--- src/rtl/check_divisibility_seq_if.sv ---
// Valid/ready job stream for the sequential divisibility checker.
// The producer/consumer side uses master; the checker uses slave.
interface check_divisibility_seq_if #(
    parameter int WIDTH = 16,
    parameter int DW    = 8
);
    logic             in_valid;
    logic             in_ready;
    logic [WIDTH-1:0] number;
    logic [DW-1:0]    divisor;
    logic             out_valid;
    logic             out_ready;
    logic [DW-1:0]    remainder;
    logic             divisible;
    logic             err;
    logic             busy;

    modport master (
        output in_valid, number, divisor, out_ready,
        input  in_ready, out_valid, remainder, divisible, err, busy
    );

    modport slave (
        input  in_valid, number, divisor, out_ready,
        output in_ready, out_valid, remainder, divisible, err, busy
    );
endinterface

--- src/rtl/check_divisibility_seq.sv ---
// Bit-serial remainder engine: number mod D, one dividend bit per clock, MSB first,
// using r <= (2r + bit) mod D. One job in flight at a time.
module check_divisibility_seq #(
    parameter int WIDTH = 16,
    parameter int DW    = 8
) (
    input logic                    clk,
    input logic                    rst,
    check_divisibility_seq_if.slave bus
);
    localparam int CW = $clog2(WIDTH + 1);

    typedef enum logic [1:0] {IDLE, RUN, DONE} state_t;

    state_t           state, state_next;
    logic [WIDTH-1:0] shreg;
    logic [DW-1:0]    d_q;
    logic [DW-1:0]    r;
    logic [CW-1:0]    cnt;
    logic [DW-1:0]    rem_q;
    logic             div_q;
    logic             err_q;

    logic [DW:0]      t;
    logic [DW:0]      diff;
    logic [DW-1:0]    r_next;
    logic             accept;
    logic             last_bit;

    // One step of the serial reduction; r < D keeps t < 2D so DW+1 bits suffice.
    always_comb begin
        t      = {r, shreg[WIDTH-1]};
        diff   = t - {1'b0, d_q};
        r_next = (t >= {1'b0, d_q}) ? diff[DW-1:0] : t[DW-1:0];
    end

    assign accept   = (state == IDLE) && bus.in_valid;
    assign last_bit = (cnt == CW'(1));

    always_ff @(posedge clk) begin
        if (rst) state <= IDLE;
        else     state <= state_next;
    end

    always_comb begin
        state_next    = state;
        bus.in_ready  = 1'b0;
        bus.out_valid = 1'b0;
        bus.busy      = 1'b0;
        case (state)
            IDLE: begin
                bus.in_ready = 1'b1;
                if (bus.in_valid)
                    state_next = (bus.divisor == '0) ? DONE : RUN;
            end
            RUN: begin
                bus.busy = 1'b1;
                if (last_bit) state_next = DONE;
            end
            DONE: begin
                bus.busy      = 1'b1;
                bus.out_valid = 1'b1;
                if (bus.out_ready) state_next = IDLE;
            end
            default: state_next = IDLE;
        endcase
    end

    always_ff @(posedge clk) begin
        if (rst) begin
            shreg <= '0;
            d_q   <= '0;
            r     <= '0;
            cnt   <= '0;
            rem_q <= '0;
            div_q <= 1'b0;
            err_q <= 1'b0;
        end else begin
            if (accept) begin
                shreg <= bus.number;
                d_q   <= bus.divisor;
                r     <= '0;
                cnt   <= CW'(WIDTH);
                // Divide-by-zero skips RUN and reports straight away.
                if (bus.divisor == '0) begin
                    rem_q <= '0;
                    div_q <= 1'b0;
                    err_q <= 1'b1;
                end
            end else if (state == RUN) begin
                r     <= r_next;
                shreg <= shreg << 1;
                cnt   <= cnt - CW'(1);
                if (last_bit) begin
                    rem_q <= r_next;
                    div_q <= (r_next == '0);
                    err_q <= 1'b0;
                end
            end
        end
    end

    assign bus.remainder = rem_q;
    assign bus.divisible = div_q;
    assign bus.err       = err_q;
endmodule

--- src/flat_wrapper.sv ---
// flat-port wrapper written by rule: the top's interface ports become plain ports
module check_divisibility_seq_flat 
#(
    parameter int WIDTH = 16,
    parameter int DW    = 8
)
  (clk, rst, bus_in_valid, bus_number, bus_divisor, bus_out_ready, bus_in_ready, bus_out_valid, bus_remainder, bus_divisible, bus_err, bus_busy);
  check_divisibility_seq_if #(.WIDTH(WIDTH), .DW(DW)) bus_i ();
  input logic clk;
  input logic rst;
  input wire logic [$bits(bus_i.in_valid)-1:0] bus_in_valid;
  input wire logic [$bits(bus_i.number)-1:0] bus_number;
  input wire logic [$bits(bus_i.divisor)-1:0] bus_divisor;
  input wire logic [$bits(bus_i.out_ready)-1:0] bus_out_ready;
  output wire logic [$bits(bus_i.in_ready)-1:0] bus_in_ready;
  output wire logic [$bits(bus_i.out_valid)-1:0] bus_out_valid;
  output wire logic [$bits(bus_i.remainder)-1:0] bus_remainder;
  output wire logic [$bits(bus_i.divisible)-1:0] bus_divisible;
  output wire logic [$bits(bus_i.err)-1:0] bus_err;
  output wire logic [$bits(bus_i.busy)-1:0] bus_busy;
  assign bus_i.in_valid = bus_in_valid;
  assign bus_i.number = bus_number;
  assign bus_i.divisor = bus_divisor;
  assign bus_i.out_ready = bus_out_ready;
  assign bus_in_ready = bus_i.in_ready;
  assign bus_out_valid = bus_i.out_valid;
  assign bus_remainder = bus_i.remainder;
  assign bus_divisible = bus_i.divisible;
  assign bus_err = bus_i.err;
  assign bus_busy = bus_i.busy;
  check_divisibility_seq #(.WIDTH(WIDTH), .DW(DW)) u_core (.clk(clk), .rst(rst), .bus(bus_i));
endmodule
--- config.mk ---
export PLATFORM = sky130hd
export DESIGN_NAME = check_divisibility_seq_flat
export DESIGN_NICKNAME = d
export VERILOG_FILES = /design/src/rtl/check_divisibility_seq_if.sv /design/src/rtl/check_divisibility_seq.sv /design/src/flat_wrapper.sv
export SDC_FILE = /design/constraint.sdc
export NUM_CORES = 1
export LEC_CHECK = 0
export ABC_AREA = 1
export CAP_MARGIN = 20
export CORE_MARGIN = 4
export CORE_UTILIZATION = 41
export CTS_BUF_LIST = sky130_fd_sc_hd__clkbuf_4 sky130_fd_sc_hd__clkbuf_8
export DETAILED_ROUTE_END_ITERATION = 8
export PLACE_DENSITY = 0.69
export SLEW_MARGIN = 20
export SYNTH_ARGS = -nofsm -noshare
export SYNTH_HDL_FRONTEND = slang
export SYNTH_SLANG_ARGS = --single-unit
--- constraint.sdc ---
create_clock -name clk -period 4.2 [get_ports clk]
set_clock_uncertainty 0.2 [all_clocks]
set_input_delay 0.42 -clock clk [delete_from_list [all_inputs] [get_ports clk]]
set_output_delay 0.42 -clock clk [all_outputs]
set_load 0.05 [all_outputs]
---- Yosys cells after proc, flatten, opt, wreduce, memory -nomap -nowiden ----
Cells that the tools add are included.
Widths: inputs -> output; s select.
cells by class
  add/sub/neg operators ................... 2
  $lt $le $gt $ge ......................... 1
  eq/ne operators ......................... 7
  muxes and demuxes ....................... 25
  reduce and logical (&&, ||, !) cells .... 10
operator list
  kind                 count
  $mux 8               5
  $mux 16              2
  $logic_not 8->1      2
  $mux 1               11
  $mux 5               2
  $ge 9x8->1           1
  $mux 2               4
  $sub 8x8->8          1
  $ne 2x2->1 const B   3
  $pmux 2 s3           1
  $reduce_and 3->1     2
  $eq 5x1->1 const B   1
  $sub 5x1->5 const B  1
  $reduce_bool 2->1    2
  $reduce_or 2->1      2
  $eq 2x1->1 const B   1
  $eq 2x2->1 const B   1
  $logic_not 2->1      1
  $ne 2x1->1 const B   1
  $logic_and 1x1->1    1
storage, ports and cells
  register bits after elaboration ......... 49
  output and inout port bits .............. 13

---- Logic depth before layout (Yosys ltp) ----
  word-level depth ........................ 6
  mapped depth ............................ 15

---- Worst setup path after synthesis ----
Ideal clock, no wire load.
  path kind ............................... reg-to-reg
  from .................................... reg u_core.state[0]
  to ...................................... reg u_core.div_q, in the netlist u_core.bus.divisible
  data arrival time ....................... 1906 ps
  data required time ...................... 3930 ps
  setup slack ............................. 2024 ps
  cell stages (with the launch flop) ...... 13
  buffers on the path ..................... 1
  cells stage by stage .................... dfxtp_1 > inv_1 > ha_1 > nand2_2 > inv_2 > nor2_4 > inv_2 > nor2_2 > buf_2 > nand3_1 > nor2_1 > nand3_1 > a21oi_1
on the way
  cells in the longest elaborated chain, start to end .. 4
  elaborated cells on any way between the ends .. 8
  classes of those cells .................. eq/ne: 2; mux: 1; reduce/logical: 5
ends and longest elaborated chain
  item                                                                     line                          text
  from (decl)                                                              check_divisibility_seq.sv:15  state_t state, state_next;
  from (signal assigned)                                                   check_divisibility_seq.sv:42  else state <= state_next;
  $logic_not 2->1                                                          check_divisibility_seq.sv:37  assign accept = (state == IDLE) && bus.in_valid;
  $logic_and 1x1->1                                                        check_divisibility_seq.sv:37
  $ne 2x2->1 (no source line) / $reduce_bool 2->1 (equally long branches)  --
  $reduce_and 3->1 (no source line)                                        --
  to (signal assigned)                                                     check_divisibility_seq.sv:96  div_q <= (r_next == '0);
  to (decl)                                                                check_divisibility_seq.sv:21  logic div_q;
Several ways; a longest one is shown, not always the timed one.
A chain may end at the register's enable or synchronous reset.

---- Worst setup path after layout ----
Ends and elaborated chain as after synthesis.

==> flow_summary.json <==
{
  "clk_pin_slew_ns": 0.08,
  "synth_largest_area_cell": "dfxtp_1",
  "slew-limit-headroom_pct": 43.3,
  "p_clk_share_pct": 14.3,
  "final_core_util_pct": 50.7,
  "cts.path.max_buffers": 2,
  "maxCapViolCount": 0,
  "ys_types": 38,
  "pwr-share-seq_pct": 29.5,
  "grt_pass1_vias": 2253,
  "setup_viol": 0,
  "fp.dieH_um": 88.8,
  "leakage_nw": 1.58,
  "drc_errors": 0,
  "track_usage_pct": 16.0,
  "dr.pass1.iters": 4,
  "cpMaxStageDelayCell": "dfxtp_1",
  "async_flop_share_pct": 0,
  "cp_max_fo": 23,
  "p_sw_w": 0.000915,
  "endpoint_kind": "flop",
  "nNetsFinal": 469,
  "num_vias": 2463,
  "fin_crit_ns": 2.78,
  "min_path_cells": 2,
  "outcome": "completed",
  "finalCritPeriodShare_pct": 66.1,
  "critPathLaunchType": "flop",
  "fmax_ghz": 0.360,
  "synth_edf_count": 0,
  "via_per_inst": 4.89,
  "cp.required_ns": 4.22,
  "timing.hold.ws_ns": 0.261,
  "post_cts_resized": 0,
  "htreeDepth": 2,
  "area_growth_pct": 20.2,
  "finalPower_w": 0.00197,
  "r2r_slack_ns": 1.42,
  "cp.depth": 11,
  "ff_latch_area_um2": 981,
  "synth_fp_nets": 433,
  "cpPeakStageDelay_ns": 0.38,
  "synth_top_cell_area_share_pct": 36.6,
  "dieWidth_um": 88.8,
  "dieArea_mm2": 0.00789,
  "first_iter_violations": 186,
  "hold_buffers": 0,
  "drive_above_1_share_pct": 7.49,
  "yosys-top-cells-area": "dfxtp_1 37%, nand2_1 14%, inv_1 8.5%, ha_1 6.1%, a21oi_1 5.4%",
  "power.density_mw_per_mm2": 612,
  "tns_ns": 0,
  "grt_remaining_overflow": 0,
  "r2r_cells": 11,
  "pwr-share-comb_pct": 56.2,
  "cts_root_buf": "clkbuf_8",
  "yosys_register_bits": 49,
  "slew_violations": 0,
  "synth_ff_type": "dfxtp_1",
  "power.internal_w": 0.00106,
  "yosysWarnings": 0,
  "multiInputGateArea_mm2": 0.00140,
  "hold_viol_final": 0,
  "grt_pass1_wl_um": 9950,
  "cts_buffers": 5,
  "antenna_found_initial": 0,
  "rsz0062_at_grt": "false",
  "route.antenna.remaining_nets": 0,
  "hp-class": "flop to flop",
  "coreArea_mm2": 0.00635,
  "path_class": "flop to flop",
  "ir_drop_mv": 0.481,
  "totalWireLength_um": 6110,
  "n_antenna_cell": 0,
  "ioPinCount": 41,
  "post-cts-setup-buffers": 0,
  "arrival_ns": 2.79,
  "place_hpwl_um": 4680,
  "cpLargestDelayFamily": "simple AND/OR/NAND/NOR gates",
  "worst_slew_pin_slew_ns": 0.847,
  "gp_congestion": 0.882,
  "port_buffers": 40,
  "worstSkewPairLatency_ns": 0.30,
  "path_buf_inv": 3,
  "cts.sinks": 49,
  "avgRoutedWirePerCell_um": 12.1,
  "grt_max_degree": 26,
  "fillers": 655,
  "initial_core_util_pct": 42.2,
  "switching_share_pct": 46.4,
  "cp_cell_sequence": "inv_1 -> ha_1 -> nand2_2 -> inv_2 -> nor2_4 -> inv_2 -> nor2_2 -> nand3_1 -> nor2_1 -> nand3_1 -> a21oi_1",
  "dp_worst_setup_slack_ns": 1.30,
  "setup_ws_ns": 1.42,
  "yosysSeqAreaShare_pct": 36.6,
  "syn_inst": 391,
  "avgSynthCellArea_um2": 6.85,
  "syn_area_mm2": 0.00268,
  "rows": 29,
  "cts_tree": "done"
}
worst paths after layout:
path                                     start                                 to
setup / recovery  u_core.state[0]$_SDFFE_PP0P_  u_core.bus.divisible$_SDFFE_PP0P_
hold / removal      u_core.d_q[5]$_SDFFE_PP0P_         u_core.d_q[5]$_SDFFE_PP0P_
setup reg to reg  u_core.state[0]$_SDFFE_PP0P_  u_core.bus.divisible$_SDFFE_PP0P_
hold reg to reg     u_core.d_q[5]$_SDFFE_PP0P_         u_core.d_q[5]$_SDFFE_PP0P_
cells in the mapped netlist, drive strengths merged (2+ instances only):
cell type and n:
a211oi 2, a21oi 32, a22o 2, a22oi 2
buf 8, clkbuf 4, dfxtp 49, ha 13
inv 66, nand2 110, nand3 29, nor2 34
nor3 4, o211ai 2, o21ai 20, or2 2
xnor2 2, xor2 2
power by group through the flow:
stage / Clock (W) / Sequential, W / Combinational, W
2_1_floorplan: 0 / 0.000583 / 0.000876
3_3_place_gp: 0 / 0.000590 / 0.00109
3_5_place_dp: 0 / 0.000591 / 0.00110
4_1_cts: 0.000288 / 0.000581 / 0.00111
5_1_grt: 0.000310 / 0.000590 / 0.00125
6_report: 0.000282 / 0.000581 / 0.00111
cell families after synthesis:
logic type	count (synthesis)	synth area share, %
AND/OR/NAND/NOR	183	30.7
XOR/XNOR	4	1.31
adder cells (fa/ha/maj)	14	6.82
flip-flops	49	36.6
buffers and inverters	78	11.2
AO/OA/AOI/OAI	63	13.4
registers in the layout, indices dropped and copies added, names as in the netlist:
signal / count
u_core.bus.err: 1
u_core.bus.remainder: 8
u_core.cnt: 5
u_core.d_q: 8
u_core.shreg: 16
u_core.r: 8
u_core.bus.divisible: 1
u_core.state: 2
cell usage in the layout (no fill, tap or decap), drive strengths merged:
cell type      count
clkdlybuf4s50     40
dfxtp             49
nand3b             1
ha                13
clkbuf             7
a22o               2
buf                1
xor2               2
nand4              1
o21a               1
nor2              34
nor3               4
a211oi             2
o21ai             20
or2                2
a21boi             1
nor4               1
xnor2              2
nand2            110
a21oi             32
a22oi              2
fa                 1
o211ai             2
inv               66
and3               1
nand3             29
o2111ai            1
layer usage:
metal  part of all wire, %  global-route usage [%]  vias up
met3                   3.9                    3.26        7
met4                   1.2                    4.53        0
li1                      -                       -     1295
met1                    48                    20.5     1119
met5                     0                       0        -
met2                    47                    27.3       42
tightest hold or removal path, stage by stage, from the launching register on:
cell and delay (ns):
dfxtp_1 0.30, inv_1 0.06, a21oi_1 0.06
final cells by class:
| type | count | area share (%) |
|---|---|---|
| repair buffers | 41 | 12.7 |
| flip-flops and latches | 49 | 30.5 |
| multi-input cells | 264 | 43.4 |
| inverters | 66 | 7.69 |
| well taps | 77 | 2.99 |
| clock buffers | 7 | 2.80 |
stage by stage:
step	cells	cell area (um^2)
5_1_grt	504	3220
2_1_floorplan	391	2680
3_3_place_gp	497	3130
3_5_place_dp	497	3130
4_1_cts	504	3220
6_report	504	3220
Power figures use the tool's default switching activity.
